`src/rtl/hex_display_pkg.sv`:
```
// hex_display_pkg
//   Shared constants and types for the hex display bank.
//   - GLYPH_HI     : 16-entry active-high 7-segment glyph table (bit 0 = a, bit 6 = g)
//   - SEG_BLANK_HI : all-segments-off pattern in active-high form
//   - digit_idx_t  : index type wide enough for up to 8 digits
//   - seg_blank()  : blank pattern as seen on the pins for a given polarity
package hex_display_pkg;

    localparam logic [6:0] SEG_BLANK_HI = 7'h00;

    // Standard hex glyphs: 0-9, A, b, C, d, E, F
    localparam logic [6:0] GLYPH_HI [16] = '{
        7'h3F, 7'h06, 7'h5B, 7'h4F,
        7'h66, 7'h6D, 7'h7D, 7'h07,
        7'h7F, 7'h6F, 7'h77, 7'h7C,
        7'h39, 7'h5E, 7'h79, 7'h71
    };

    typedef logic [2:0] digit_idx_t;

    // Usable in localparam context to fold the reset/blank pattern at elaboration.
    function automatic logic [6:0] seg_blank(input bit active_low);
        return active_low ? ~SEG_BLANK_HI : SEG_BLANK_HI;
    endfunction

endpackage

```
`src/rtl/hex_seg_lut.sv`:
```
// hex_seg_lut
//   Combinational 4-bit to 7-segment glyph lookup, active-high output.
//   Ports:
//     nibble  in  4  hex digit value
//     glyph   out 7  segment pattern, bit 0 = a ... bit 6 = g, 1 = lit
module hex_seg_lut
    import hex_display_pkg::*;
(
    input  logic [3:0] nibble,
    output logic [6:0] glyph
);

    assign glyph = GLYPH_HI[nibble];

endmodule

```
`src/rtl/hex_display_bank.sv`:
```
// hex_display_bank
//   Registered multi-digit hexadecimal display driver. Holds a NUM_DIGITS-nibble
//   value, supports load / increment, leading-zero blanking and, when the
//   HEX_BLINK_EN macro is defined, per-digit blinking driven by a free-running
//   divider of BLINK_DIV cycles per half-period.
//   Parameters:
//     NUM_DIGITS      1..8 digits
//     SEG_ACTIVE_LOW  1 = segment lit when driven 0
//     BLINK_DIV       blink half-period in clocks (>= 2), HEX_BLINK_EN builds only
//   Ports:
//     clk         in   system clock, rising edge
//     resetn      in   asynchronous active-low reset
//     load        in   capture value into the display register (wins over inc)
//     value       in   new display value, digit 0 = bits [3:0]
//     inc         in   increment stored value by one (modulo)
//     blank_lz    in   suppress leading zero digits (digit 0 always shown)
//     blink_mask  in   per-digit blink enable
//     seg         out  registered segment patterns, digit d = bits [7d+6:7d]
//     wrap        out  one-cycle pulse when inc rolls all-F to 0
//     value_q     out  current stored value
module hex_display_bank
    import hex_display_pkg::*;
#(
    parameter int NUM_DIGITS     = 4,
    parameter int SEG_ACTIVE_LOW = 1,
    parameter int BLINK_DIV      = 25_000_000
) (
    input  logic                    clk,
    input  logic                    resetn,
    input  logic                    load,
    input  logic [4*NUM_DIGITS-1:0] value,
    input  logic                    inc,
    input  logic                    blank_lz,
    input  logic [NUM_DIGITS-1:0]   blink_mask,
    output logic [7*NUM_DIGITS-1:0] seg,
    output logic                    wrap,
    output logic [4*NUM_DIGITS-1:0] value_q
);

    localparam int         VAL_W     = 4 * NUM_DIGITS;
    localparam int         BLINK_W   = (BLINK_DIV > 2) ? $clog2(BLINK_DIV) : 1;
    localparam logic [6:0] SEG_BLANK = seg_blank(SEG_ACTIVE_LOW != 0);

    function automatic logic [VAL_W-1:0] incr_wrap(input logic [VAL_W-1:0] v);
        return v + VAL_W'(1);
    endfunction

    function automatic logic [6:0] to_pins(input logic [6:0] p);
        return (SEG_ACTIVE_LOW != 0) ? ~p : p;
    endfunction

    // ---- Stage p0: value register and wrap flag ----
    always_ff @(posedge clk or negedge resetn) begin
        if (!resetn) begin
            value_q <= '0;
            wrap    <= 1'b0;
        end else if (load) begin
            value_q <= value;
            wrap    <= 1'b0;
        end else if (inc) begin
            value_q <= incr_wrap(value_q);
            wrap    <= &value_q;
        end else begin
            wrap    <= 1'b0;
        end
    end

`ifdef HEX_BLINK_EN
    logic [BLINK_W-1:0] blink_cnt;
    logic               blink_phase;

    localparam logic [BLINK_W-1:0] BLINK_LAST = BLINK_W'(BLINK_DIV - 1);

    // Free-running divider; load/inc never touch it.
    always_ff @(posedge clk or negedge resetn) begin
        if (!resetn) begin
            blink_cnt   <= '0;
            blink_phase <= 1'b0;
        end else if (blink_cnt == BLINK_LAST) begin
            blink_cnt   <= '0;
            blink_phase <= ~blink_phase;
        end else begin
            blink_cnt   <= blink_cnt + BLINK_W'(1);
        end
    end
`else
    // Blinking compiled out: mask and divider width intentionally unused.
    logic [BLINK_W-1:0] unused_blink;
    assign unused_blink = {BLINK_W{^blink_mask}};
`endif

    // Glyph decode, one LUT per digit
    logic [6:0] glyph [NUM_DIGITS];

    for (genvar g = 0; g < NUM_DIGITS; g++) begin : g_lut
        hex_seg_lut u_lut (
            .nibble (value_q[4*g +: 4]),
            .glyph  (glyph[g])
        );
    end

    // lz_chain[d] = digit d and every more-significant digit are zero.
    logic [NUM_DIGITS:0]     lz_chain;
    logic [7*NUM_DIGITS-1:0] seg_d;
    logic                    show;

    always_comb begin
        lz_chain             = '0;
        lz_chain[NUM_DIGITS] = 1'b1;
        seg_d                = '0;
        show                 = 1'b1;
        for (int d = NUM_DIGITS - 1; d >= 0; d--) begin
            lz_chain[d] = lz_chain[d+1] && (value_q[4*d +: 4] == 4'h0);
        end
        for (int d = 0; d < NUM_DIGITS; d++) begin
            show = 1'b1;
            if (blank_lz && (d != 0) && lz_chain[d]) begin
                show = 1'b0;
            end
`ifdef HEX_BLINK_EN
            if (blink_phase && blink_mask[d]) begin
                show = 1'b0;
            end
`endif
            seg_d[7*d +: 7] = to_pins(show ? glyph[d] : SEG_BLANK_HI);
        end
    end

    // ---- Stage p1: segment output register ----
    logic [7*NUM_DIGITS-1:0] seg_p1;

    always_ff @(posedge clk or negedge resetn) begin
        if (!resetn) begin
            seg_p1 <= {NUM_DIGITS{SEG_BLANK}};
        end else begin
            seg_p1 <= seg_d;
        end
    end

    assign seg = seg_p1;

endmodule

```
`config.mk`:
```
export PLATFORM = sky130hd
export DESIGN_NAME = hex_display_bank
export DESIGN_NICKNAME = d
export VERILOG_FILES = /design/src/rtl/hex_display_pkg.sv /design/src/rtl/hex_seg_lut.sv /design/src/rtl/hex_display_bank.sv
export SDC_FILE = /design/constraint.sdc
export NUM_CORES = 1
export LEC_CHECK = 0
export ABC_CLOCK_PERIOD_IN_PS = 2230
export BUFFER_PORTS_ARGS = -buffer_cell sky130_fd_sc_hd__buf_2
export CAP_MARGIN = 30
export CELL_PAD_IN_SITES_DETAIL_PLACEMENT = 1
export CELL_PAD_IN_SITES_GLOBAL_PLACEMENT = 1
export CORE_MARGIN = 2
export CORE_UTILIZATION = 42
export CTS_CLUSTER_DIAMETER = 150
export DETAILED_ROUTE_END_ITERATION = 7
export PLACE_DENSITY_LB_ADDON = 0.1
export SYNTH_ARGS = -nofsm -noshare
export SYNTH_HDL_FRONTEND = slang
export SYNTH_HIERARCHICAL = 1
export SYNTH_SLANG_ARGS = --single-unit
export TNS_END_PERCENT = 100
```
`constraint.sdc`:
```
create_clock -name clk -period 2.23 [get_ports clk]
set_clock_uncertainty 0.2 [all_clocks]
set_input_delay 0.3345 -clock clk [delete_from_list [all_inputs] [get_ports clk]]
set_output_delay 0.3345 -clock clk [all_outputs]
set_load 0.02 [all_outputs]
```
=== Yosys cells after proc, flatten, opt, wreduce, memory -nomap -nowiden ===
Memories as Yosys holds them, arrays and structs flattened.
Index checks and enable logic that the tools add are counted.

* Flip-flop bits (word level): 45
* Logic and storage cells: 45
* Memories kept: 4
* Output and inout bits: 45
* Bits in read-only memories: 448
* Input bits: 25

* Magnitude comparators: 4
* Add/subtract/negate cells: 1
* Mux-type cells: 15
* Bitwise operators: 8
* Reductions and logical operators: 10

{| class="wikitable"
|+ Memory list
! name !! depth !! width !! read ports !! clocked after Yosys merged registers in !! wr ports !! line !! source
|-
| (no name shown) || 16 || 7 || 1 || 0 || 0 || hex_seg_lut.sv:13 || <nowiki>assign glyph = GLYPH_HI[nibble];</nowiki>
|-
| (no name shown) || 16 || 7 || 1 || 0 || 0 || hex_seg_lut.sv:13 ||
|-
| (no name shown) || 16 || 7 || 1 || 0 || 0 || hex_seg_lut.sv:13 ||
|-
| (no name shown) || 16 || 7 || 1 || 0 || 0 || hex_seg_lut.sv:13 ||
|}

{| class="wikitable"
|+ Operator list
! kind !! number
|-
| two-way mux 7 bit || 11
|-
| two-way mux 16 bit || 2
|-
| NOT 7 bit || 4
|-
| greater-or-equal comparator 5 bit (second input constant) || 4
|-
| NOT 4 -> 5 bit || 4
|-
| adder 16 x 1 -> 16 bit (second input constant) || 1
|-
| AND reduction 16 bit || 1
|-
| logical NOT 4 bit || 3
|-
| logical AND 1 bit || 5
|-
| two-way mux 1 bit || 2
|-
| nonzero test 2 bit || 1
|}

=== Logic depth before layout (Yosys ltp) ===
* Depth after elaboration: 6
* Gate-level depth with buffers: 5
* Gate-level depth less buffers: 5

=== Modules after synthesis ===
Netlist, hierarchy kept.

{| class="wikitable"
|+ Modules (own cells, without submodules)
! module !! times used !! area an instance (um^2) !! seq. area each (um^2) !! cells an instance
|-
| hex_display_bank || 1 || 1911.8 || 1161.1 || 177
|-
| hex_seg_lut || 4 || 287.8 || 0.0 || 33
|}

=== Least setup slack after synthesis ===
No wires, ideal clock.

* Kind: register to register
* Start: register value_q[1]
* End: register value_q[14]
* Period minus slack after synthesis: 1.982 ns
* Slack: 0.248 ns
* Required time: 1.943 ns
* Data arrival time: 1.695 ns
* Stages on the path, launching flop included: 5
* Cell sequence: dfrtp_1 -> ha_1 -> nand3_1 -> or4_1 -> o211ai_1

* Cells in the longest elaborated chain, start to end: 3

{| class="wikitable"
|+ RTL lines
! what !! line !! source
|-
| start: declaration || hex_display_bank.sv:37 || <nowiki>output logic [4*NUM_DIGITS-1:0] value_q</nowiki>
|-
| start signal: assignment || hex_display_bank.sv:58 || <nowiki>value_q <= value;</nowiki>
|-
| start signal: assignment || hex_display_bank.sv:61 || <nowiki>value_q <= incr_wrap(value_q);</nowiki>
|-
| adder 16 x 1 -> 16 bit || hex_display_bank.sv:45 || <nowiki>return v + VAL_W'(1);</nowiki>
|-
| two-way mux 16 bit || hex_display_bank.sv:60 || <nowiki>end else if (inc) begin</nowiki>
|-
| two-way mux 16 bit || hex_display_bank.sv:57 || <nowiki>end else if (load) begin</nowiki>
|}

No other way between the ends. The select of a mux whose other input is x is not followed.
A chain may end at the register's enable or synchronous reset.

==> metrics <==
Post-Synth XOR/XNOR Area 1.14%; Setup Crit Path Kind register to register; DP Worst Slack 308 ps; asr flop ratio synth 100%; placed cell areas 3570 um^2; routability cong. 0.783; Hold Fails Final Rpt 0; Final min period 1930 ps; DRT Pass-1 Iters 4; largest family of logic cells by synthesized area simple AND/OR/NAND/NOR gates; syn_nets 363; crit start category register; critical-path cell list inv_1 -> ha_1 -> mux4_1 -> nand2_1; status complete, no violations; CTS Buffer Depth 2; DR vias/cell 5.18; instance count on the critical path 4; Min-Delay Endpoint value_q[4]$_DFFE_PN0P_; Reg2Reg Setup Slack 300 ps; Worst Path Buf+Inv 1; Slowest-stage cell, CP dfrtp_1; post-cts repair resize count 0; fin cells 488; placed cells 479; Max Slew Vio Count 0; Reg clk slew, reported paths 90 ps; max cap viols 0; hold path cells 3; critical path endpoint category register; CP Data Arrival Time 1980 ps; GRT Overall Usage 19.6%; area grow syn2layout 20.1%; post-CTS setup repair buffer count 0; Synth Area in Adders 11.8%; Layout Nets 442; Hold Startpoint value[4]; setup total negative slack 0 ps; top post-synthesis cells by area dfstp_2 (24%), dfrtp_1 (14%), ha_1 (12%); Post-synth EDFFs 0; Synth Cell Area 3060 um^2; Mean Syn Cell Area 9.91 um^2; Synth Instances 309; die area 7990 um^2; PD cells 671 nW/um^2; reg-to-reg startpoint value_q[4]$_DFFE_PN0P_; I/O Pins 70; worst vdd ir 0.240 mV; Initial Util 42.9%; P_leak 1.79 nW; Slew HR 63.9%; Design Area, Final 3680 um^2; # clock sinks 45; Critical Path Fanout Max 11; Core ar. 7140 um^2; fmax 0.519 GHz; per-cell routed wire length 15.1 um; register bit count reported by yosys 45; Final Hold Slack 38.9 ps; Final Setup Violations 0; Hold Path Class input pin to register; post-synth top area share 24.0%; required time of the worst setup path 2280 ps; Filler Cell Count 874; Die Wd 89.4 um; total CTS buffers 5; die boundary height 89.4 um; Crit path largest cell delay 590 ps; number of DRC markers in iteration 0 94; total gr overflow 0; CTS tree yes; proportion of synthesized area in mux cells 10.8%; row count 31; number of global-route vias before repair 2541; first-pass GRT wire length 12400 um; setup ws final 303 ps; unrepaired setup endpoints after global routing false; Compound-Gate Fraction of Synth Area 11.4%; crit share post-route 86.4%; Synth area leader dfstp_2; ys flop type dfstp_2; Seq/Total Area, Yosys 37.9%; share of cells above drive strength 1 36.8%; # DRC 0; # H-tree levels 2; commonest cells after routing, fill and taps aside buf_2 (65), nand2_1 (40), inv_1 (31); Ant. Diodes 0; Total Wirelength 7350 um; FF-to-FF End seg[10]$_DFF_PN1_; Antenna Violating Nets Remaining 0; clk root buf clkbuf_8; DP HPWL 5350 um; commonest non-fill, non-tap cell in the layout buf_2; Synth Area in Simple Gates 19.6%; CP top delay family flip-flops; distinct cell type count of the synthesized netlist 43; Port-buffer cells 65; Worst-Skew Late Latency 310 ps; initial antenna violation count 0; Worst-Margin Slew 542 ps; r2r worst-path depth 4; YS warnings 6; pin count of the biggest net entering global routing 25; Vias 2529
-- timing repair --
item	in CTS	in global routing
endpoints found under the hold margin	11	0
hold buffers	1	0
endpoints found under the setup margin	0	0
-- final cells by class --
type,instances,area (um^2),share of cell area [%]
Multi-Input combinational cell,219,1680,45.6
Sequential cell,45,1160,31.6
Clock inverter,1,5.00,0.136
Tap cell,99,124,3.37
Inverter,31,116,3.16
Timing Repair Buffer,86,498,13.5
Clock buffer,7,96.3,2.62
-- cell usage after synthesis, types with 2 or more instances --
master,number
nand4_2,2
or2b_1,4
a31oi_1,6
nor3_1,8
nand2_1,40
mux4_1,4
nand4_1,7
clkbuf_1,3
dfstp_2,28
o31ai_1,3
xor2_1,2
nand3_1,6
xnor2_1,2
and4_1,2
nor2_1,8
nand2b_1,5
o31a_2,4
o211ai_1,4
or3_1,2
inv_1,31
mux2i_1,9
ha_1,29
nand3b_1,5
or4_1,5
or2_2,3
o41ai_1,4
a31o_1,4
dfrtp_1,17
o21ai_0,8
buf_2,4
o32a_1,4
nor2b_1,8
buf_6,5
mux2_2,12
a21oi_1,12
nor4_1,2
-- how the worst max path moves through the flow --
stage,startpoint,endpoint,slack (ps)
floorplan,value_q[1]$_DFFE_PN0P_,value_q[14]$_DFFE_PN0P_,250
global placement,value_q[4]$_DFFE_PN0P_,seg[10]$_DFF_PN1_,370
detailed placement,value_q[4]$_DFFE_PN0P_,seg[10]$_DFF_PN1_,310
CTS,value_q[4]$_DFFE_PN0P_,seg[10]$_DFF_PN1_,290
global route,value_q[9]$_DFFE_PN0P_,value_q[15]$_DFFE_PN0P_,180
finish,value_q[4]$_DFFE_PN0P_,seg[10]$_DFF_PN1_,300
-- through the flow --
step,power [mW],util (%)
after floorplan,1.64,-
after global placement,1.89,50.0
after detailed placement,1.92,50.0
after CTS,2.50,51.5
after global routing,2.64,51.5
final,2.47,51.5
-- power by group --
group          internal (mW)  switching, mW  leakage [nW]
Sequential             0.989         0.0676         0.495
Combinational          0.341          0.502          1.24
Clock                  0.281          0.290        0.0542
Total                   1.61          0.859          1.79
-- sequential cells by signal, indices dropped and copies added, names as in the netlist --
signal	flops
seg	28
wrap	1
value_q	16
-- cells by family after synthesis --
logic type / after synthesis
and+or+nand+nor: 111
AOI/OAI and AO/OA: 50
buffers and inverters: 45
DFF: 45
adders and majority gates: 29
muxes: 25
xor gates and xnor gates: 4
-- worst register-to-register path, stage by stage, from the launching register on --
cell and delay [ps]:
dfrtp_1 590, inv_1 180, ha_1 340, mux4_1 490, nand2_1 80
-- layer usage --
layer / vias to the layer above / routed length (um) / GRT usage (%)
li1: 1246 / - / -
met5: - / 0 / 0
met4: 0 / 72 / 4.48
met1: 1232 / 3540 / 26.6
met3: 6 / 213 / 2.77
met2: 45 / 3530 / 33.3
Note: power is estimated with default switching activity, not from simulation.
